[config.mk]
export PLATFORM = sky130hd
export DESIGN_NAME = user_module_bcd_countdown
export DESIGN_NICKNAME = d
export VERILOG_FILES = /design/src/rtl/user_module_bcd_countdown.sv
export SDC_FILE = /design/constraint.sdc
export NUM_CORES = 1
export LEC_CHECK = 0
export BUFFER_PORTS_ARGS = -buffer_cell sky130_fd_sc_hd__buf_2
export CORE_MARGIN = 3
export CORE_UTILIZATION = 45
export CTS_BUF_LIST = sky130_fd_sc_hd__clkbuf_4 sky130_fd_sc_hd__clkbuf_8
export DETAILED_ROUTE_END_ITERATION = 8
export HOLD_SLACK_MARGIN = 0.08
export PLACE_DENSITY = 0.68
export SYNTH_ARGS = -nofsm -noshare
export SYNTH_HDL_FRONTEND = slang
export SYNTH_SLANG_ARGS = --single-unit
[constraint.sdc]
create_clock -name io_in -period 1.92 [get_ports io_in]
set_input_delay 0.192 -clock io_in [delete_from_list [all_inputs] [get_ports io_in]]
set_output_delay 0.192 -clock io_in [all_outputs]
set_load 0.05 [all_outputs]
[src/rtl/user_module_bcd_countdown.sv]
// Two-digit BCD preset countdown timer for an 8-in/8-out tile: digit-serial preset
// entry, sticky done at 00, and a multiplexed bit-reversed digit bus.
module user_module_bcd_countdown (
  input  logic [7:0] io_in,
  output logic [7:0] io_out
);

  logic       w_clk;
  logic       w_rst;
  logic       w_load;
  logic       w_en;
  logic [3:0] w_data;
  logic [3:0] w_data_clamped;
  logic       w_nonzero;
  logic       w_count;
  logic       w_last_step;
  logic       w_running;
  logic [3:0] w_digit;

  logic [3:0] r_units;
  logic [3:0] r_tens;
  logic       r_done;
  logic       r_borrow;
  logic       r_sel;

  assign w_clk  = io_in[7];
  assign w_rst  = io_in[6];
  assign w_load = io_in[0];
  assign w_en   = io_in[1];
  assign w_data = io_in[5:2];

  // Non-BCD codes (A-F) are treated as the largest legal digit.
  assign w_data_clamped = (w_data > 4'd9) ? 4'd9 : w_data;

  assign w_nonzero   = (r_tens != 4'd0) || (r_units != 4'd0);
  assign w_count     = w_en && w_nonzero;
  assign w_last_step = (r_tens == 4'd0) && (r_units == 4'd1);
  assign w_running   = w_en && w_nonzero;

  always_ff @(posedge w_clk or posedge w_rst) begin
    if (w_rst) begin
      r_units  <= 4'd0;
      r_tens   <= 4'd0;
      r_done   <= 1'b0;
      r_borrow <= 1'b0;
      r_sel    <= 1'b0;
    end else begin
      r_sel <= ~r_sel;
      if (w_load) begin
        // Shift-in entry: the previously entered digit becomes the tens digit.
        r_tens   <= r_units;
        r_units  <= w_data_clamped;
        r_done   <= 1'b0;
        r_borrow <= 1'b0;
      end else if (w_count) begin
        if (r_units != 4'd0) begin
          r_units  <= r_units - 4'd1;
          r_borrow <= 1'b0;
        end else begin
          r_units  <= 4'd9;
          r_tens   <= r_tens - 4'd1;
          r_borrow <= 1'b1;
        end
        if (w_last_step) begin
          r_done <= 1'b1;
        end
      end else begin
        r_borrow <= 1'b0;
      end
    end
  end

  assign w_digit = r_sel ? r_tens : r_units;

  // Digit bus is wired MSB-first onto io_out[0].
  assign io_out = {r_done, r_sel, w_running, r_borrow,
                   w_digit[0], w_digit[1], w_digit[2], w_digit[3]};

endmodule

; ---- Yosys cells after proc, flatten, opt, wreduce, memory -nomap -nowiden
; Index checks and enable logic that the tools add are counted.
; W data, S select, Z words.
[word_totals]
output_inout_bits = 8
in_bits = 8
regBits = 11
[op_classes]
magnitude_cmp = 1
addsub = 2
muxes = 14
n_bitwise = 1
reduce_logical = 10
eq_ne = 2
[ops]
columns = cell, n
row1 = $mux W4, 8
row2 = $reduce_bool A4 Y1, 2
row3 = $sub A4 B1 Y4 const B, 2
row4 = $mux W1, 6
row5 = $eq A4 B1 Y1 const B, 1
row6 = $gt A4 B4 Y1 const B, 1
row7 = $logic_not A4 Y1, 1
row8 = $reduce_and A2 Y1, 2
row9 = $reduce_bool A2 Y1, 2
row10 = $logic_and A1 B1 Y1, 2
row11 = $ne A2 B2 Y1 const B, 1
row12 = $logic_or A1 B1 Y1, 1
row13 = $not A1 Y1, 1

; ---- Logic depth before layout (Yosys ltp)
[logic_depth]
depth_word = 5
ltp_mapped = 6
mapped_depth_nobuf = 6

; ---- Worst setup path before layout
; Ideal clock, no wire load.
[synth_timing]
path_kind = register -> output
from = register r_units[1]
to = output port io_out[2]
arrival_ps = 1562
required_ps = 1728
setup_slack_ps = 166
n_path_buf = 0
path_stages_with_launch = 3
cell_sequence = dfrtp_1 inv_1 o21ai_0
[synth_via]
elab_chain_len = 1
[synth_lines]
columns = element, line_no
row1 = from (decl), 20  ; logic [3:0] r_units;
row2 = from (signal assigned), 52  ; r_units <= w_data_clamped;
row3 = from (signal assigned), 57  ; r_units <= r_units - 4'd1;
row4 = $mux W4, 73  ; assign w_digit = r_sel ? r_tens : r_units;
row5 = to (decl), 5  ; output logic [7:0] io_out
; No other way between the ends.

; ---- Final worst setup path
[layout_timing]
from = register r_tens[0]
to = output port io_out[5]
[layout_via]
elab_chain_len = 3
[layout_lines]
columns = element, line_no
row1 = from (decl), 21  ; logic [3:0] r_tens;
row2 = from (signal assigned), 51  ; r_tens <= r_units;
row3 = from (signal assigned), 61  ; r_tens <= r_tens - 4'd1;
row4 = $reduce_bool A4 Y1, 35  ; assign w_nonzero = (r_tens != 4'd0) || (r_units != 4'd0);
row5 = $logic_or A1 B1 Y1, 35
row6 = $logic_and A1 B1 Y1, 38  ; assign w_running = w_en && w_nonzero;
; No other way between the ends.

==> impl_metrics.tcl <==
set metrics [dict create \
    initial_utilization 0.503 \
    synth-edff-count 0 \
    yosys.cell_count.top_type "dfrtp_1" \
    route.detailed.wl_per_inst_um 23.3 \
    globalplace.congestion 0.738 \
    vdd.ir_drop.worst_mv 1.93 \
    slowest_delay_ns 0.41 \
    start_kind "register" \
    rows 13 \
    fmaxAchievable_ghz 0.524 \
    grt_pass1_vias 1476 \
    violations "design-rule violations, negative hold slack" \
    setup_viol_count_final 0 \
    avgViaCountPerCell 6.56 \
    drt_iter0_drc 211 \
    grt_first_pass_wirelength_mm 5.54 \
    rsz0062_at_grt "false" \
    final_max_slew_viol_count 0 \
    run_status "finished with violations" \
    dieArea_um2 2050 \
    crit_fanout 3 \
    layout.filler_cells 52 \
    timing.final.crit_share 0.995 \
    dieHeight_um 45.3 \
    synth.yosys.seq_area_share 0.396 \
    drc 120 \
    area_delta_synth_final_pct 82.2 \
    critical_path_class "reg -> out" \
    hold_viol 1 \
    finalWorstPathRequiredPeriod_ns 1.91 \
    ys_flop_type "dfrtp_1" \
    route.antenna.remaining_nets 0 \
    path_cells "inv_1 -> ha_4 -> nor3b_2 -> a31oi_1 -> buf_4" \
    postSynthCellCount 74 \
    wl_mm 3.73 \
    final.setup.tns_ns 0 \
    via_count 1050 \
    grt_overflow 0 \
    cp_data_required_time_ns 1.73 \
    cts_tree "done" \
    ys_ff_latch 11 \
    synth_nets 83 \
    finish.instance_area_um2 1270 \
    cts-hold-fix-buffers 0 \
    place.port_buffers 8 \
    post_synth_num_cell_types 33 \
    synth_top_cell_by_area "dfrtp_1" \
    maxCapViolCount 0 \
    place.detailed.hpwl_mm 1.00 \
    yosys_warnings 0 \
    drive_above_1_share 0.559 \
    synthesis.area_per_instance_um2 9.40 \
    clk_transition_reported_paths_ns 0.07 \
    synthTopCellsByCount "dfrtp_1, inv_1, nor2_1" \
    arrival_ns 1.72 \
    finClkSkew_ns 0.00457 \
    postPlaceCellArea_um2 712 \
    relSlewSlack 0.760 \
    worst_skew_pair.late_latency_ns 0.31 \
    final_net_count 143 \
    post_synth_main_area_contributors "dfrtp_1, mux2_2, buf_4" \
    fin_util 0.917 \
    critPathCaptureType "output pin" \
    worst_pin_slew_ns 0.359 \
    num_ports 16 \
    power.density_nw_per_um2 2720 \
    grt_antenna_before_repair 0 \
    count_of_tritonroute_iterations_in_the_first_routing_pass 9 \
    timing.hold.ws_ns -0.0718 \
    pin_count_of_the_biggest_net_entering_global_routing 11 \
    core_um2 1380 \
    synth_async_sr_flop_share 1.00 \
    timing.critical_path.slowest_stage_cell "dfrtp_1" \
    mappedNetlistArea_um2 696 \
    die_w_um 45.3 \
    num_antenna_cells 0 \
    area_of_combinational_cells_with_multiple_inputs_um2 385 \
    grt_use_total 0.382 \
    total_leakage_power_nw 0.678 \
    layout.area.seq_um2 277 \
    hold_class "clk -> reg" \
    synth_top_area_share 0.396 \
]
cells by family after synthesis:
kind of cell | synth area share
AO/OA/AOI/OAI | 0.174
XOR/XNOR | 0.0126
adder cells (fa/ha/maj) | 0.0180
buffers and inverters | 0.0989
flip-flops | 0.396
multiplexers | 0.0647
AND/OR/NAND/NOR | 0.236
per-stage QoR:
step / total power [W] / instances / hold WS (ns) / setup slack, ns
2_1_floorplan: 0.00102 / 74 / 0.109 / 0.166
3_3_place_gp: 0.000909 / 90 / 0.0664 / 0.214
3_5_place_dp: 0.000909 / 90 / 0.0664 / 0.213
4_1_cts: 0.00339 / 159 / -0.0485 / -0.0352
5_1_grt: 0.00366 / 160 / -0.0589 / 0.00991
6_report: 0.00345 / 160 / -0.0718 / 0.0101
per-layer routing:
layer / vias up / routed length, um / GRT usage
met2: 132 / 1480 / 0.398
met5: - / 0 / 0.114
li1: 395 / - / -
met4: 0 / 343 / 0.637
met1: 474 / 1220 / 0.214
met3: 49 / 684 / 0.494
flip-flops by register name, indices dropped and copies added (netlist names):
name      count
r_tens        4
r_units       4
r_borrow      1
r_done        1
r_sel         1
cell type report:
class                           instances  share of cell area
Sequential cell                        11               0.218
Multi-Input combinational cell         49               0.304
Clock buffer                           51               0.316
Inverter                                4              0.0118
Tap cell                               15              0.0148
Timing Repair Buffer                   12              0.0573
Clock inverter                         18              0.0780
critical path, delay by kind of cell (launching register included):
family                   cells  cell delay, ns
AO/OA/AOI/OAI                1            0.18
adder cells (fa/ha/maj)      1            0.16
buffers and inverters        2            0.36
flip-flops                   1            0.41
AND/OR/NAND/NOR              1            0.30
final timing paths:
kind,startpoint,end,depth (start not counted),slack [ns]
worst max-delay path,r_tens[0]$_DFFE_PP0P_,io_out[5],5,0.01
worst min-delay path,io_in[2],r_units[0]$_DFFE_PP0P_,2,-0.07
worst max register to register,r_tens[0]$_DFFE_PP0P_,r_tens[3]$_DFFE_PP0P_,8,0.03
worst min register to register,r_done$_DFFE_PP0P_,r_done$_DFFE_PP0P_,2,0.52
max in group asynchronous,io_in[6],r_tens[0]$_DFFE_PP0P_,3,1.08
min in group asynchronous,io_in[6],r_tens[2]$_DFFE_PP0P_,3,0.67
cell usage in the layout, fill, tap and decap left out, types with 2 or more instances in the layout:
cell      instances
clkbuf_4         46
inv_1            18
dfrtp_1          10
buf_2             7
buf_4             7
nor2_1            5
o21ai_0           5
mux2_2            4
nand2_1           3
a21oi_1           3
nor2_2            2
a41oi_1           2
nor3_1            2
nor2b_1           2
repair_timing:
action                                  4_1_cts  5_1_grt
gates resized for setup                       6       10
endpoints found under the setup margin        7       10
pin swaps                                     1        1
buffers inserted                              4        2
power by group:
part | internal (W) | switching [W] | total, W
Sequential | 0.000253 | 0 | 0.000253
Combinational | 0 | 0 | 0.000000000108
Clock | 0.00173 | 0.00146 | 0.00320
Power figures use the tool's default switching activity.
